--- config.mk ---
export PLATFORM = sky130hd
export DESIGN_NAME = truth_table_sweeper
export DESIGN_NICKNAME = d
export VERILOG_FILES = /design/src/rtl/truth_table_sweeper.sv
export SDC_FILE = /design/constraint.sdc
export NUM_CORES = 1
export LEC_CHECK = 0
export BUFFER_PORTS_ARGS = -buffer_cell sky130_fd_sc_hd__buf_2
export CORE_AREA = 5 5 42 44
export CTS_BUF_LIST = sky130_fd_sc_hd__clkbuf_8
export DETAILED_ROUTE_END_ITERATION = 6
export DIE_AREA = 0 0 47 49
export PLACE_DENSITY = 0.66
export SLEW_MARGIN = 5
export SYNTH_ARGS = -nofsm -noshare
export SYNTH_HDL_FRONTEND = slang
export SYNTH_SLANG_ARGS = --single-unit
--- constraint.sdc ---
create_clock -name clk -period 1.3 [get_ports clk]
set_input_delay 0.195 -clock clk [delete_from_list [all_inputs] [get_ports clk]]
set_output_delay 0.195 -clock clk [all_outputs]
set_load 0.02 [all_outputs]
--- src/rtl/truth_table_sweeper.sv ---
// Truth-table sweeper: walks or single-evaluates a packed Boolean table.
// Define TRUTH_TABLE_SWEEPER_ONES_COUNT_EN to build the per-output ones counters.
module truth_table_sweeper #(
    parameter int N_VARS = 3,
    parameter int N_OUTS = 2,
    parameter logic [N_OUTS*(2**N_VARS)-1:0] TABLE = 16'h0C0C
) (
    input  logic                         clk,
    input  logic                         reset,
    input  logic                         start,
    input  logic                         mode,
    input  logic [N_VARS-1:0]            vec_in,
    input  logic                         abort,
    output logic                         busy,
    output logic                         valid,
    output logic [N_VARS-1:0]            minterm,
    output logic [N_OUTS-1:0]            f_out,
    output logic                         done,
    output logic [N_OUTS*(N_VARS+1)-1:0] cnt
);

    localparam int NM = 2**N_VARS;
    localparam int CW = N_VARS + 1;
    localparam logic [N_OUTS-1:0][NM-1:0] TT = TABLE;

    typedef enum logic [1:0] {IDLE, SWEEP, EVAL, DONE} state_t;

    state_t              state_q, state_d;
    logic [N_VARS-1:0]   min_d;
    logic [N_OUTS-1:0]   f_d;
    logic                valid_d, done_d, busy_d;
    logic                load;
    logic                clr;

    function automatic logic [N_OUTS-1:0] lookup(input logic [N_VARS-1:0] m);
        logic [N_OUTS-1:0] r;
        r = '0;
        for (int o = 0; o < N_OUTS; o++)
            r[o] = TT[o][m];
        return r;
    endfunction

    // load marks an edge that presents a new minterm; clr marks an accepted start
    always_comb begin
        state_d = state_q;
        min_d   = minterm;
        f_d     = f_out;
        valid_d = 1'b0;
        done_d  = 1'b0;
        load    = 1'b0;
        clr     = 1'b0;
        unique case (state_q)
            IDLE: begin
                if (start) begin
                    clr     = 1'b1;
                    load    = 1'b1;
                    valid_d = 1'b1;
                    if (mode) begin
                        state_d = EVAL;
                        min_d   = vec_in;
                        done_d  = 1'b1;
                    end else begin
                        state_d = SWEEP;
                        min_d   = '0;
                    end
                end
            end
            SWEEP: begin
                if (abort || (&minterm)) begin
                    state_d = DONE;
                    done_d  = 1'b1;
                end else begin
                    load    = 1'b1;
                    valid_d = 1'b1;
                    min_d   = minterm + 1'b1;
                end
            end
            EVAL:    state_d = IDLE;
            DONE:    state_d = IDLE;
            default: state_d = IDLE;
        endcase
        if (load)
            f_d = lookup(min_d);
        busy_d = (state_d != IDLE);
    end

    always_ff @(posedge clk) begin
        if (reset) begin
            state_q <= IDLE;
            busy    <= 1'b0;
            valid   <= 1'b0;
            done    <= 1'b0;
            minterm <= '0;
            f_out   <= '0;
        end else begin
            state_q <= state_d;
            busy    <= busy_d;
            valid   <= valid_d;
            done    <= done_d;
            minterm <= min_d;
            f_out   <= f_d;
        end
    end

`ifdef TRUTH_TABLE_SWEEPER_ONES_COUNT_EN
    logic [N_OUTS*CW-1:0] cnt_q;

    // count includes the minterm being presented in the same cycle
    always_ff @(posedge clk) begin
        if (reset) begin
            cnt_q <= '0;
        end else if (load) begin
            for (int o = 0; o < N_OUTS; o++)
                cnt_q[o*CW +: CW] <= (clr ? '0 : cnt_q[o*CW +: CW])
                                     + {{N_VARS{1'b0}}, f_d[o]};
        end
    end

    assign cnt = cnt_q;
`else
    assign cnt = '0;
`endif

endmodule
==> metrics.yaml <==
required_ns: 1.42
syn_area_um2: 453
ys_seq_area_frac: 0.398
die_h_um: 49
ctsResizeCount: 0
h-tree-depth: 1
status: "finished with violations"
min_path_type: "input port to flop"
cp_slowest_stage_delay_ns: 0.34
synthTopCellsByArea: "dfxtp_1 40%, buf_4 15%, a21oi_1 5.5%, ha_1 5.5%, nor4b_2 3.3%"
ios: 24
synth-edff-count: 0
drc: 0
place_area_um2: 579
crit_arrival_ns: 1.51
grt.overflow.total: 0
hpwlAfterDp_um: 722
die_w_um: 47
path_buf_inv: 0
mostFrequentLayoutCells: "15 x buf_2, 8 x conb_1, 7 x dfxtp_1"
syn2layout_area_growth_pct: 39.5
max-cap-violations: 0
setup_violations: 3
finalInstanceArea_um2: 632
slowest_stage: "dfxtp_4"
avgSynthCellArea_um2: 9.64
wl_per_cell_um: 10.7
initial_core_util: 0.323
cts_sinks: 9
period_share: 1.07
drive_above_1_share: 0.500
gp_congestion: 0.689
fin_skew_ns: 0.00147
dr.first_iter.drc_count: 4
grt.total_usage: 0.0869
p_total_mw: 0.765
path_delay_family: "flip-flops"
antenna_found_initial: 0
postRouteWirelength_um: 897
cts_tree: "done"
synth_ff_type: "dfxtp_1"
yosysTopAreaCell: "dfxtp_1"
n_antenna_cell: 0
clk_path_buf_depth: 2
fin_hold_ws_ns: 0.200
grt_setup_unrepaired: "true"
grt_pass1_vias: 342
root_buffer: "clkbuf_8"
clkLatencyLatePin_ns: 0.23
cellPowerDensity_nw_per_um2: 1210
slew_viol_final: 0
cp-start-kind: "flop"
grt_max_degree: 10
ir_worst_vdd_mv: 0.503
cp_max_fo: 3
finalWorstSetupSlack_ns: -0.0945
crit_type: "flop to flop"
grt_pass1_wl_um: 1420
coreArea_um2: 1400
drt_pre_antenna_iters: 3
async_flop_share: 0
port_buffers: 15
final_nets: 79
synth_top_area_frac: 0.398
antenna_left: 0
numCtsBuffers: 3
violations: "negative setup slack"
viasPerCell: 4.31
rows: 14
fin_crit_ns: 1.39
worstPathCellList: "ha_4 > ha_4 > nor4b_4 > a22oi_2 > a22oi_2 > nor2_2"
final_common_cell: "buf_2"
power_leakage_nw: 0.294
synth_cell_types: 21
clk_pin_slew_ns: 0.04
hold_violations: 0
cp-end-kind: "flop"
synth_seq_cells: 9
dieArea_um2: 2300
syn_inst: 47
num_vias: 362
ys_warn_count: 0
max_clock_freq_ghz: 0.717
==> synthesized netlist by cell type, types with 2 or more instances <==
master	n
dfxtp_1	9
ha_1	2
nor3_1	2
buf_4	9
nor2_1	3
nand2_1	2
nor4_1	2
a21oi_1	5
==> per-layer routing <==
metal / up-vias / wire (um) / GRT usage
met3: 0 / 120 / 0.0738
met5: - / 0 / 0
met2: 17 / 406 / 0.127
met4: 0 / 0 / 0.0138
met1: 156 / 371 / 0.0976
li1: 189 / - / -
==> power breakdown <==
part | switching [mW] | internal (mW) | total [mW] | leakage (nW)
Combinational | 0.0863 | 0.0577 | 0.144 | 0.192
Clock | 0.107 | 0.205 | 0.312 | 0.0269
Sequential | 0.0146 | 0.295 | 0.309 | 0.0754
==> area by class of cell <==
| type | instances | area (um^2) |
|---|---|---|
| Clock buffer | 3 | 41.3 |
| Clock inverter | 1 | 3.75 |
| Fill cell | 149 | 769 |
| Inverter | 1 | 3.75 |
| Multi-Input combinational cell | 34 | 263 |
| Sequential cell | 9 | 188 |
| Tap cell | 16 | 20.0 |
| Timing Repair Buffer | 20 | 113 |
==> worst paths after layout <==
path / slack, ns / from / to / depth (start not counted)
min: 0.20 / vec_in[0] / minterm[0] / 3
max: -0.09 / minterm[1] / f_out[0] / 6
max reg2reg: -0.09 / minterm[1] / f_out[0] / 6
min reg2reg: 0.51 / minterm[2] / minterm[2] / 2
==> state kept, by name, summed over array words and instances (netlist names) <==
| signal | cells |
|---|---|
| busy | 1 |
| done | 1 |
| f_out | 1 |
| minterm | 3 |
| state_q | 2 |
| valid | 1 |
==> cells by family (layout without fill, tap and decap cells) <==
group	count (synthesis)	count (layout)	share of synthesized area
other	1	8	0.00828
adder cells (fa/ha/maj)	2	2	0.0552
buffers and inverters	11	25	0.166
AND/OR/NAND/NOR	14	14	0.207
flip-flops	9	9	0.398
AO/OA/AOI/OAI	9	9	0.144
multiplexers	1	1	0.0221
==> through the flow <==
step                setup slack [ns]  instances  TNS (ns)   util
CTS                           -0.109         84    -0.262  0.451
global route                  -0.183         84    -0.613  0.451
finish                       -0.0945         84    -0.216  0.451
global placement              -0.103         79    -0.195  0.413
detailed placement            -0.109         79    -0.223  0.413
floorplan                    -0.0775         54    -0.160      -
==> what timing repair did <==
item,4_1_cts,5_1_grt
buffers inserted,1,0
pin swaps,2,0
endpoints found under the setup margin,3,4
hold buffers,0,0
==> tightest hold or removal path: cells and delay by family <==
kind	cells	cell delay [ns]
compound gates	1	0.05
buf+inv	1	0.09
simple gates	1	0.05
Power figures use the tool's default switching activity.
